[src/rtl/pipeline_hazard_ctrl.sv]
// pipeline_hazard_ctrl: PC enable and per-bar enable/flush sequencing for the 5-stage core.
// Define PIPE_PERF_CNT_EN to add the stall_cycles/flush_cycles performance counters.
module pipeline_hazard_ctrl #(
    parameter int REG_W = 5
`ifdef PIPE_PERF_CNT_EN
    , parameter int CNT_W = 32
`endif
) (
    input  logic             CLK,
    input  logic             nRST,
    input  logic             ihit,
    input  logic             dhit,
    input  logic             dmem_req_3,
    input  logic             ld_2,
    input  logic [REG_W-1:0] ld_rt_2,
    input  logic [REG_W-1:0] rs_1,
    input  logic [REG_W-1:0] rt_1,
    input  logic             uses_rt_1,
    input  logic             redirect_3,
    input  logic             halt_4,
    output logic             pc_en,
    output logic             en_1,
    output logic             en_2,
    output logic             en_3,
    output logic             en_4,
    output logic             flush_1,
    output logic             flush_2,
    output logic             flush_3,
    output logic             flush_4,
    output logic             halt
`ifdef PIPE_PERF_CNT_EN
    , output logic [CNT_W-1:0] stall_cycles,
    output logic [CNT_W-1:0] flush_cycles
`endif
);
    typedef enum logic [1:0] {RUN, DWAIT, HALTED} state_t;
    state_t state, next_state;
    logic lu, dmiss, redir_rule;
    logic [3:0] en, fl;
    assign lu = ld_2 && ld_rt_2 != '0 && (ld_rt_2 == rs_1 || (uses_rt_1 && ld_rt_2 == rt_1));
    assign dmiss = dmem_req_3 & ~dhit;
    assign {en_1, en_2, en_3, en_4} = en;
    assign {flush_1, flush_2, flush_3, flush_4} = fl;
    // Priority decode: a pending data miss freezes the pipe, otherwise halt > miss > redirect > load-use > ifetch miss.
    always_comb begin
        pc_en = 1'b0;
        en = 4'b0000;
        fl = 4'b0000;
        redir_rule = 1'b0;
        next_state = state;
        if (!nRST) begin
            en = 4'b1111;
            fl = 4'b1111;
            next_state = RUN;
        end else if (state == HALTED) begin
            next_state = HALTED;
        end else if (state == DWAIT && !dhit) begin
            next_state = DWAIT;
        end else if (halt_4) begin
            en = 4'b0001;
            next_state = HALTED;
        end else if (state == RUN && dmiss) begin
            next_state = DWAIT;
        end else begin
            next_state = RUN;
            if (redirect_3) begin
                pc_en = 1'b1;
                en = 4'b1111;
                fl = 4'b1110;
                redir_rule = 1'b1;
            end else if (lu) begin
                en = 4'b0111;
                fl = 4'b0100;
            end else if (!ihit) begin
                en = 4'b1111;
                fl = 4'b1000;
            end else begin
                pc_en = 1'b1;
                en = 4'b1111;
            end
        end
    end
    // State register with sticky halt, cleared only by reset.
    always_ff @(posedge CLK) begin
        if (!nRST) begin
            state <= RUN;
            halt <= 1'b0;
        end else begin
            state <= next_state;
            halt <= next_state == HALTED;
        end
    end
`ifdef PIPE_PERF_CNT_EN
    // Stall and redirect-flush cycle counters; frozen once halted.
    always_ff @(posedge CLK) begin
        if (!nRST) begin
            stall_cycles <= '0;
            flush_cycles <= '0;
        end else if (state != HALTED) begin
            stall_cycles <= stall_cycles + CNT_W'(!pc_en);
            flush_cycles <= flush_cycles + CNT_W'(redir_rule);
        end
    end
`endif
endmodule

[config.mk]
export PLATFORM = sky130hd
export DESIGN_NAME = pipeline_hazard_ctrl
export DESIGN_NICKNAME = d
export VERILOG_FILES = /design/src/rtl/pipeline_hazard_ctrl.sv
export SDC_FILE = /design/constraint.sdc
export NUM_CORES = 1
export LEC_CHECK = 0
export ABC_AREA = 1
export CAP_MARGIN = 5
export CORE_MARGIN = 2
export CORE_UTILIZATION = 28
export CTS_CLUSTER_SIZE = 14
export DETAILED_ROUTE_END_ITERATION = 7
export GPL_TIMING_DRIVEN = 0
export PLACE_DENSITY = 0.82
export SKIP_LAST_GASP = 1
export SLEW_MARGIN = 20
export SYNTH_ARGS = -nofsm -noshare
export SYNTH_HDL_FRONTEND = slang
export SYNTH_SLANG_ARGS = --single-unit
export TNS_END_PERCENT = 10
[constraint.sdc]
create_clock -name CLK -period 1 [get_ports CLK]
set_input_delay 0.15 -clock CLK [delete_from_list [all_inputs] [get_ports CLK]]
set_output_delay 0.15 -clock CLK [all_outputs]
set_load 0.005 [all_outputs]
-- Word level (Yosys, flattened, before mapping)
Index checks and enable logic that the tools add are counted.
- add/subtract/negate cells: 0
- multipliers: 0
- divide/modulo/power cells: 0
- magnitude comparators: 0
- equality and inequality tests: 5
- shift-type cells: 0
- multiplexer cells: 28
- bitwise gates (word level): 2
- reduce and logical (&&, ||, !) cells: 9
- operator list (kind ; number):
    4-bit two-way mux ; 15
    5-bit equality test ; 2
    1-bit two-way mux ; 9
    2-bit two-way mux ; 4
    1-bit logical AND ; 5
    5-bit nonzero test ; 1
    2-bit equality test (second input constant) ; 2
    2-bit by 1-bit equality test with 1-bit output (second input constant) ; 1
    2-bit zero test ; 1
    1-bit bitwise AND ; 1
    1-bit zero test ; 1
    1-bit logical OR ; 1
    1-bit NOT ; 1
- bits in registers: 3
- latch bits: 0
- bits in writable memories: 0
- memory bits (read-only): 0
- output and inout bits: 10
- memories kept: 0

-- Depth between registers and ports, before layout
Gate-level depths: netlist (run 1).
- depth after elaboration: 11
- gate-level depth with buffers: 9
- depth with buffers taken out: 9

-- Worst setup path after synthesis (run 1)
Ideal clock, no wire load.
- kind: flip-flop to output port
- start: register state[1]
- end: output flush_1
- arrival time: 0.896 ns
- path slack: -0.046 ns
- cell stages (with the launch flop): 8
- cells stage by stage: dfxtp_1 -> inv_1 -> nor2_1 -> nor2_2 -> nand3_1 -> nand2_1 -> nand2_1 -> nor2_1
- word-level cells in the longest chain between the ends: 7
- ends and longest elaborated chain (element ; line ; source):
    start: declaration ; 37 ; state_t state, next_state;
    start signal: assignment ; 89 ; state <= next_state;
    2-bit zero test ; 62 ; end else if (state == RUN && dmiss) begin
    1-bit logical AND ; 62 ;
    4-bit two-way mux ; 62 ;
    4-bit two-way mux ; 59 ; end else if (halt_4) begin
    4-bit two-way mux ; 57 ; end else if (state == DWAIT && !dhit) begin
    4-bit two-way mux (*) ; 55 ; end else if (state == HALTED) begin
    4-bit two-way mux (*) ; 51 ; if (!nRST) begin
    end: declaration ; 26 ; output logic flush_1,
Every way passes the cells marked *; elsewhere a longest branch is shown, timed or not.

-- Worst setup path in the final report (run 1)
Same ends and word-level chain as after synthesis.

==> results.txt, run 1 <==
----------------------------------------------------
[Status]
  Outcome ... finished with violations
  Failing checks ... negative setup slack

[GRT]
  Vias in the first global route ... 606
  Global-route usage over all layers ... around 15%
  Remaining Overflow, GRT ... 0
  Maximum number of pins on one net before global-route repair ... 6
  Global-route wire length before repair ... 2170 microns
  Initial antenna violation count ... 0

[Floorplan]
  Effective utilization at floorplan ... 29.0%
  Top-level I/O count ... 34
  Die height ... 42.8 microns
  Die extent in x ... 42.8 microns
  Total number of placement rows ... 14
  Die ar. ... approximately 1800 sq um
  Placeable core region ... 1450 sq um

[Logic synthesis]
  Synthesized netlist cell count ... 87
  Post-synthesis average cell area ... slightly below 5 sq um
  Syn nets ... around 110
  Netlist area before placement ... ~420 sq um
  Distinct cells, synth ... 15
  Register bit count reported by yosys ... 3
  Seq/Total Area, Yosys ... ~14%
  Yosys warning count ... 0

[Layout]
  Share of cells above drive strength 1 ... between 30% and 40%
  Fraction of the core area covered by cells at the end of the flow ... between 60 and 70%
  Most frequent standard cell in the layout excluding fill and tap cells ... sky130_fd_sc_hd__nand2_1
  Net count of the finished layout ... between 150 and 200
  Area used by multi-input combinational logic ... about 350 sq um
  Layout area overhead ... 117%
  Number of diodes ... 0
  Number of fill cells in the layout ... about 140
  Total area of sequential cells ... 65.1 sq um
  Commonest cells after routing, fill and taps aside ... sky130_fd_sc_hd__nand2_1, sky130_fd_sc_hd__inv_1, sky130_fd_sc_hd__dlygate4sd2_1

[Clock network]
  Clk_lat worst skew ... 0.23 ns
  CTS Root Buffer Type ... sky130_fd_sc_hd__clkbuf_4
  Clock transition at the register clock pins on the worst setup and hold paths after CTS ... 0.04 ns
  CTS H-tree depth ... 1
  Longest Clk Path Bufs ... 2
  CTS tree ... done
  Sink count of the clock tree ... 3
  Number of clock buffers inserted by TritonCTS ... 3
  Number of buffers inserted for hold repair after clock tree synthesis ... 0

[Critical path]
  Capturing element type of the critical path ... output pin
  Arrival time reported for the critical path endpoint ... around 1.3 ns
  R2r worst-path depth ... 6
  Worst r2r dst ... halt
  Largest driver fanout on the critical path ... 4
  Type of the worst setup path ... flop to output pin
  Source of the critical timing path ... state[1]
  Category of the worst setup path launch point ... flop
  Reg-to-reg startpoint ... state[1]
  Crit path capture ... flush_1
  Critical Path RT ... between 0.8 and 0.9 ns
  Flop-to-flop setup slack ... -0.17 ns

[Detailed routing]
  Initial DRC count ... 19
  Average via count per standard cell ... around 4.6
  Wire per inst ... ~9.8 microns
  # DRC ... 0
  Total via count after detailed routing ... ~680
  First-pass iteration count of the detailed router ... 4
  Post-route ant nets ... 0
  Post-Route WL ... roughly 1500 microns

[Worst hold path]
  Type of the worst min-delay path ... input pin to flop

[Timing]
  Setup repair after global routing missed its margin ... true
  Tmin final ... 1.47 ns
  Final hold slack ... approximately 0.44 ns
  Number of max-slew violations in the final report ... 0
  Setup Total Neg Slack ... -4.35 ns
  Worst slew margin relative to its limit ... approximately four fifths
  Count of endpoints failing hold in the final timing report ... 0
  Setup ws final ... -0.470 ns
  Max Fclk ... ~680 MHz
  Setup Skew ... approximately 0.0017 ns
  Post-route clock period utilization ... 147%
  Final setup violation count ... 13
  Pin slew with the least headroom to its limit ... 0.271 ns

[Power]
  Static Leakage ... 0.531 nW
  Worst VDD drop ... 354 uV
  Total power consumption of the routed design ... 0.653 mW
  Power per unit of standard cell area ... approximately 710 nW/um^2

[Place]
  Routability-driven placement congestion ratio ... between 0.8 and 0.9
  Half-perimeter wire length after detailed placement ... 1030 microns
  Number of buffer cells added on primary ports ... 33

[Run]
  Reported max-cap violation count ... 0

----------------------------------------------------
## kinds of logic (layout without fill, tap and decap cells)
| kind of cell | count (synthesis) | after routing | share of synthesized area (%) |
|---|---|---|---|
| AND/OR/NAND/NOR | 56 | 56 | 55.5 |
| buffers and inverters | 22 | 68 | 20.5 |
| AO/OA/AOI/OAI | 5 | 5 | 7.71 |
| flip-flops | 3 | 3 | 14.2 |
| XOR/XNOR | 1 | 1 | 2.08 |
## state kept, by name, indices dropped and copies added, names as in the netlist
name,count
state,2
halt,1
## worst max-delay path: stages (launching register included)
cell and delay (ns):
sky130_fd_sc_hd__dfxtp_2 0.32, sky130_fd_sc_hd__inv_2 0.08, sky130_fd_sc_hd__nor2_4 0.05, sky130_fd_sc_hd__nor2_4 0.10, sky130_fd_sc_hd__nand3_2 0.10, sky130_fd_sc_hd__nand2_4 0.10, sky130_fd_sc_hd__nand2_2 0.07, sky130_fd_sc_hd__buf_6 0.12
sky130_fd_sc_hd__nor2_4 0.05, sky130_fd_sc_hd__buf_2 0.10
## report_power, final
part           switching [mW]  total [mW]  leakage, nW  internal [mW]
clock                  0.0562       0.205       0.0150          0.149
combinational           0.146       0.315        0.490          0.170
sequential            0.00542       0.132       0.0258          0.127
total                   0.207       0.653        0.531          0.445
## how the worst min path moves through the flow
| stage | startpoint | end | slack [ns] | cells past startpoint |
|---|---|---|---|---|
| after global placement | state[0] | state[1] | 0.64 | 2 |
| final | halt_4 | state[0] | 0.44 | 5 |
| after global routing | halt_4 | state[0] | 0.45 | 5 |
| after CTS | nRST | state[0] | 0.43 | 3 |
| after detailed placement | state[0] | state[1] | 0.67 | 2 |
| after floorplan | nRST | state[0] | 0.34 | 2 |
## layout make-up
cell class / count / share of cell area [%]
Buffer: 1 / 0.821
Clock buffer: 4 / 2.87
Inverter: 21 / 8.62
Multi-Input combinational cell: 62 / 37.9
Sequential cell: 3 / 7.11
Tap cell: 16 / 2.19
Timing Repair Buffer: 42 / 40.5
## cell usage after synthesis, drive strengths merged
library cell / n / area [sq um]
nand2: 32 / 120
inv: 21 / 78.8
nor2: 14 / 55.1
nand3: 5 / 25.0
dfxtp: 3 / 60.1
o21ai: 3 / 15.0
a21oi: 2 / 17.5
nand4: 2 / 12.5
nor3b: 2 / 15.0
and3: 1 / 6.26
buf: 1 / 7.51
xnor2: 1 / 8.76
## routing by layer
metal  track usage (%)  share of wire (%)  up-vias
li1                  -                  -      349
met2              27.0                 50       34
met4              11.9               0.96        0
met5                 0                  0        -
met3              4.68                9.3        2
met1              14.7                 39      296
## metrics by stage
step                      worst slack (ns)  area, sq um  std cells
after floorplan                    -0.0254          424         87
after global placement              -0.954          774        136
after detailed placement            -0.979          774        136
after CTS                           -0.466          845        148
after global routing                -0.546          915        149
final                               -0.470          915        149
## what timing repair did
item / in CTS / in global routing
pin swaps: 16 / 11
gates resized for setup: 49 / 26
endpoints found under the setup margin: 10 / 13
buffers inserted: 8 / 1
(Power assumes the default switching activity.)
==> run 2: changes to the inputs <==
--- a/config.mk
+++ b/config.mk
@@ -7,7 +7,7 @@
 export LEC_CHECK = 0
 export ABC_AREA = 1
 export CAP_MARGIN = 5
-export CORE_MARGIN = 2
+export CORE_MARGIN = 1.5
 export CORE_UTILIZATION = 28
 export CTS_CLUSTER_SIZE = 14
 export DETAILED_ROUTE_END_ITERATION = 7
==> results.txt, run 2 (synthesized netlist as in run 1, its figures left out) <==
----------------------------------------------------
[Timing]
  Max Fclk ... between 600 and 700 MHz
  Setup repair after global routing missed its margin ... true
  Count of endpoints failing hold in the final timing report ... 0
  Final setup violation count ... 12
  Worst slew margin relative to its limit ... 84.8%
  Final hold slack ... 0.315 ns
  Post-route clock period utilization ... 150%
  Pin slew with the least headroom to its limit ... between 0.2 and 0.25 ns
  Tmin final ... between 1 and 1.5 ns
  Setup Skew ... ~0.0028 ns
  Number of max-slew violations in the final report ... 0
  Setup ws final ... -0.495 ns

[Clock network]
  CTS tree ... done
  Clk_lat worst skew ... between 0.2 and 0.25 ns
  Sink count of the clock tree ... 3
  CTS H-tree depth ... 1
  Number of buffers inserted for hold repair after clock tree synthesis ... 0
  Longest Clk Path Bufs ... 2
  Number of clock buffers inserted by TritonCTS ... 3
  Clock transition at the register clock pins on the worst setup and hold paths after CTS ... approximately 0.04 ns
  CTS Root Buffer Type ... sky130_fd_sc_hd__clkbuf_4

[Power]
  Switch Pwr ... around 0.21 mW
  Power per unit of standard cell area ... ~750 nW/um^2
  Proportion of total power due to net switching ... approximately a third
  Part of the total power dissipated in combinational logic ... a little under half
  Power share of the clock group ... 32.0%
  Static Leakage ... 0.503 nW
  Worst VDD drop ... 354 uV
  Share of power burned in registers ... roughly a fifth
  Internal Power ... between 0.4 and 0.5 mW

[Critical path]
  Critical path's largest stage delay ... about 0.32 ns
  Cell family with most CP delay ... buffers and inverters
  Cell chain of the critical path ... inv_2, nor2_4, buf_4, buf_4, buf_4, o21ai_0, buf_2
  Buffer and inverter count on the worst path ... 5
  Largest driver fanout on the critical path ... 2
  Critical Path RT ... 0.85 ns
  Cell repeated most along the worst path ... sky130_fd_sc_hd__buf_4
  Slowest cell on the critical path ... sky130_fd_sc_hd__dfxtp_2
  Category of the worst setup path launch point ... flop
  Arrival time reported for the critical path endpoint ... between 1 and 1.5 ns
  Capturing element type of the critical path ... output pin
  Type of the worst setup path ... flop to output pin

[Floorplan]
  Total number of placement rows ... 13
  Top-level I/O count ... 34
  Die height ... about 42 microns
  Die ar. ... roughly 1700 sq um
  Effective utilization at floorplan ... a little under a third
  Placeable core region ... approximately 1400 sq um
  Die extent in x ... 41.8 microns

[Layout]
  Most frequent standard cell in the layout excluding fill and tap cells ... sky130_fd_sc_hd__nand2_1
  Largest register by flop count ... state
  Fraction of the core area covered by cells at the end of the flow ... 64.5%
  Registers with the most flip-flops ... state (2), halt (1)
  Non-Filler Instances ... approximately 150
  Number of diodes ... 0
  Share of cells above drive strength 1 ... about a third
  Total area of sequential cells ... 65.1 sq um
  Number of fill cells in the layout ... 134
  Area used by multi-input combinational logic ... ~330 sq um
  Layout area overhead ... 107%
  Largest register FFs ... 2
  Commonest cells after routing, fill and taps aside ... sky130_fd_sc_hd__nand2_1, sky130_fd_sc_hd__dlygate4sd2_1, sky130_fd_sc_hd__inv_1
  Net count of the finished layout ... around 160

[Detailed routing]
  Wire per inst ... 10.7 microns
  Post-Route WL ... about 1600 microns
  Initial DRC count ... 10
  # DRC ... 0
  Post-route ant nets ... 0
  Average via count per standard cell ... roughly 4.6
  Total via count after detailed routing ... 675
  First-pass iteration count of the detailed router ... 4

[Run]
  Reported max-cap violation count ... 0

[GRT]
  Vias in the first global route ... 627
  Initial antenna violation count ... 0
  Maximum number of pins on one net before global-route repair ... 6
  Global-route usage over all layers ... around 17%
  Global-route wire length before repair ... around 2400 microns
  Remaining Overflow, GRT ... 0

[Status]
  Failing checks ... negative setup slack
  Outcome ... finished with violations

[Place]
  Setup slack at placement ... -1.03 ns
  Number of buffer cells added on primary ports ... 33
  Routability-driven placement congestion ratio ... ~0.71
  Count of placed standard cells including taps ... 135
  Half-perimeter wire length after detailed placement ... approximately 1100 microns

[Worst hold path]
  Type of the worst min-delay path ... input pin to flop

----------------------------------------------------
run 2: changes by cell type in the layout (fill, tap and decap cells not counted), sizes merged:
cell	before	now
clkdlybuf4s50	6	9
clkbuf	6	4
clkdlybuf4s15	4	2
dlymetal6s2s	3	1
buf	14	15
dlygate4sd2	14	15
run 2: worst reg2reg max path: stages (launching register included):
cell and delay (ns):
sky130_fd_sc_hd__dfxtp_2 0.34, sky130_fd_sc_hd__inv_2 0.06, sky130_fd_sc_hd__nor2_4 0.11, sky130_fd_sc_hd__nor2_4 0.04, sky130_fd_sc_hd__buf_4 0.14, sky130_fd_sc_hd__nor3b_1 0.22
run 2: cell type report:
cell class	instances	area share, %
Inverter	21	9.05
Clock buffer	4	3.02
Timing Repair Buffer	41	39.9
Multi-Input combinational cell	62	37.5
Tap cell	15	2.16
Sequential cell	3	7.47
Buffer	1	0.862
run 2: power by group through the flow:
stage          clock network, mW  logic [mW]  registers (mW)
3_3_place_gp                   0       0.289           0.132
5_1_grt                    0.237       0.345           0.133
6_report                   0.210       0.314           0.133
3_5_place_dp                   0       0.296           0.133
2_1_floorplan                  0       0.113           0.133
4_1_cts                    0.220       0.290           0.133
run 2: timing repair:
action                                  CTS  global route
pin swaps                                15             6
gates resized for setup                  53            13
setup buffers                             8             1
endpoints found under the setup margin   10            12
run 2: metal layers:
metal,part of all wire [%],GRT usage [%],vias up
met5,0,0,-
met3,2.7,2.17,2
met1,41,16.4,309
li1,-,-,348
met2,56,33.8,16
met4,0.96,11.6,0
run 2: stage by stage:
step                setup TNS, ns  cell area, sq um  power (mW)
global placement            -7.52               773       0.421
floorplan                 -0.0597               424       0.246
CTS                         -4.08               822       0.643
detailed placement          -7.74               773       0.429
global route                -4.62               871       0.716
finish                      -3.88               871       0.657
run 2: path summary, 6_finish.rpt:
kind	startpoint	endpoint	slack [ns]	cells after the start
worst min-delay path	nRST	state[0]	0.31	3
worst max register to register	state[1]	state[1]	-0.02	5
worst max-delay path	state[1]	en_4	-0.50	7
worst min register to register	state[0]	state[0]	0.66	4
==> run 3: changes to the inputs <==
--- a/config.mk
+++ b/config.mk
@@ -8,14 +8,13 @@
 export ABC_AREA = 1
 export CAP_MARGIN = 5
 export CORE_MARGIN = 1.5
-export CORE_UTILIZATION = 28
+export CORE_UTILIZATION = 31
 export CTS_CLUSTER_SIZE = 14
 export DETAILED_ROUTE_END_ITERATION = 7
 export GPL_TIMING_DRIVEN = 0
-export PLACE_DENSITY = 0.82
+export PLACE_DENSITY = 0.86
 export SKIP_LAST_GASP = 1
 export SLEW_MARGIN = 20
 export SYNTH_ARGS = -nofsm -noshare
 export SYNTH_HDL_FRONTEND = slang
 export SYNTH_SLANG_ARGS = --single-unit
-export TNS_END_PERCENT = 10
==> constraint.sdc (replaced) <==
create_clock -name CLK -period 1.5 [get_ports CLK]
set_input_delay 0.225 -clock CLK [delete_from_list [all_inputs] [get_ports CLK]]
set_output_delay 0.225 -clock CLK [all_outputs]
set_load 0.005 [all_outputs]
==> results.txt, run 3 (synthesized netlist as in run 1, its figures left out) <==
----------------------------------------------------
[Timing]
  Count of endpoints failing hold in the final timing report ... 0
  Setup Skew ... 0.00121 ns
  Setup Total Neg Slack ... -0.0877 ns
  Final setup violation count ... 5
  Final hold slack ... 0.571 ns
  Max Fclk ... 655 MHz
  Setup ws final ... -0.0264 ns
  Worst slew margin relative to its limit ... 87.0%
  Tmin final ... ~1.5 ns
  Pin slew with the least headroom to its limit ... approximately 0.19 ns
  Setup repair after global routing missed its margin ... true
  Post-route clock period utilization ... 102%
  Number of max-slew violations in the final report ... 0

[Critical path]
  Type of the worst setup path ... flop to output pin
  Arrival time reported for the critical path endpoint ... 1.30 ns
  Largest driver fanout on the critical path ... 3
  Critical Path RT ... between 1 and 1.5 ns
  R2r worst-path depth ... 7
  Capturing element type of the critical path ... output pin
  Category of the worst setup path launch point ... flop
  Flop-to-flop setup slack ... 0.39 ns

[Layout]
  Fraction of the core area covered by cells at the end of the flow ... between 70% and 80%
  Commonest cells after routing, fill and taps aside ... sky130_fd_sc_hd__nand2_1, sky130_fd_sc_hd__dlygate4sd2_1, sky130_fd_sc_hd__inv_1
  Share of cells above drive strength 1 ... 38.8%
  Number of fill cells in the layout ... between 100 and 150
  Total area of sequential cells ... 65.1 sq um
  Design Area, Final ... between 900 and 1000 sq um
  Most frequent standard cell in the layout excluding fill and tap cells ... sky130_fd_sc_hd__nand2_1
  Registers with the most flip-flops ... state (2), halt (1)
  Largest register by flop count ... state
  Net count of the finished layout ... 159
  Number of diodes ... 0
  Largest register FFs ... 2
  Layout area overhead ... 114%
  Area used by multi-input combinational logic ... roughly 350 sq um
  Non-Filler Instances ... about 150

[Power]
  Switch Pwr ... between 0.15 and 0.2 mW
  Part of the total power dissipated in combinational logic ... 47.8%
  Total power consumption of the routed design ... around 0.45 mW
  Power per unit of standard cell area ... around 500 nW/um^2
  Share of power burned in registers ... between 10% and 20%
  Static Leakage ... roughly 0.51 nW
  Power share of the clock group ... ~33%
  Internal Power ... around 0.30 mW
  Worst VDD drop ... between 200 and 300 uV
  Proportion of total power due to net switching ... between 30% and 40%

[Detailed routing]
  Initial DRC count ... 11
  Total via count after detailed routing ... ~680
  Post-Route WL ... around 1500 microns
  Post-route ant nets ... 0
  Wire per inst ... 10.3 microns
  # DRC ... 0
  Average via count per standard cell ... 4.54
  First-pass iteration count of the detailed router ... 4

[GRT]
  Maximum number of pins on one net before global-route repair ... 6
  Initial antenna violation count ... 0
  Global-route usage over all layers ... 20.5%
  Remaining Overflow, GRT ... 0
  Vias in the first global route ... between 600 and 700
  Global-route wire length before repair ... 2240 microns

[Clock network]
  Sink count of the clock tree ... 3
  Longest Clk Path Bufs ... 2
  Number of buffers inserted for hold repair after clock tree synthesis ... 0
  Clock transition at the register clock pins on the worst setup and hold paths after CTS ... about 0.040 ns
  CTS Root Buffer Type ... sky130_fd_sc_hd__clkbuf_4
  Clk_lat worst skew ... around 0.23 ns
  Number of clock buffers inserted by TritonCTS ... 3
  CTS H-tree depth ... 1
  CTS tree ... done

[Worst hold path]
  Cell depth of the worst min-delay path ... 3
  Type of the worst min-delay path ... input pin to flop

[Floorplan]
  Die extent in x ... about 40 microns
  Placeable core region ... ~1300 sq um
  Top-level I/O count ... 34
  Effective utilization at floorplan ... between 30% and 40%
  Die ar. ... ~1600 sq um
  Die height ... roughly 40 microns
  Total number of placement rows ... 13

[Run]
  Reported max-cap violation count ... 0

[Place]
  Count of placed standard cells including taps ... ~140
  Half-perimeter wire length after detailed placement ... 960 microns
  Post-DP Area ... between 700 and 800 sq um
  Number of buffer cells added on primary ports ... 33
  Routability-driven placement congestion ratio ... 0.738
  Setup slack at placement ... -0.659 ns

[Status]
  Failing checks ... negative setup slack
  Outcome ... finished with violations

----------------------------------------------------
-- run 3: worst max-delay path: stages (launching register included) --
cell and delay (ns):
sky130_fd_sc_hd__dfxtp_4 0.36, sky130_fd_sc_hd__nor2_4 0.13, sky130_fd_sc_hd__nand3_4 0.09, sky130_fd_sc_hd__nand3_2 0.08, sky130_fd_sc_hd__nand2_2 0.06, sky130_fd_sc_hd__buf_6 0.14, sky130_fd_sc_hd__buf_6 0.11, sky130_fd_sc_hd__buf_6 0.10
-- run 3: area by class of cell --
class,count,area share [%]
repair buffers,43,38.5
multi-input cells,62,38.8
plain buffers,1,1.25
flip-flops and latches,3,7.22
clock buffers,4,2.92
inverters,21,9.31
well taps,15,2.08
-- run 3: per-layer routing --
layer	global-route usage (%)	share of wire [%]	up-vias
li1	-	-	354
met1	17.2	35	294
met2	44.8	59	27
met3	4.55	5.2	2
met4	5.17	0.65	0
met5	0	0	-
-- run 3: repair_timing --
item,CTS,global route
endpoints found under the hold margin,0,0
buffers inserted,13,1
pin swaps,19,6
resized for setup,61,29
endpoints found under the setup margin,9,8
cloned,0,0
-- run 3: power by group through the flow --
| stage | sequential [mW] | clock (mW) | combinational [mW] |
|---|---|---|---|
| finish | 0.0886 | 0.147 | 0.216 |
| global route | 0.0888 | 0.163 | 0.240 |
| CTS | 0.0885 | 0.148 | 0.189 |
| detailed placement | 0.0883 | 0 | 0.195 |
| global placement | 0.0882 | 0 | 0.191 |
| floorplan | 0.0884 | 0 | 0.0747 |
-- run 3: final timing paths --
path                               start       end
worst max-delay path            state[0]      en_3
worst min-delay path                nRST  state[0]
worst max register to register  state[0]  state[0]
worst min register to register  state[0]  state[1]
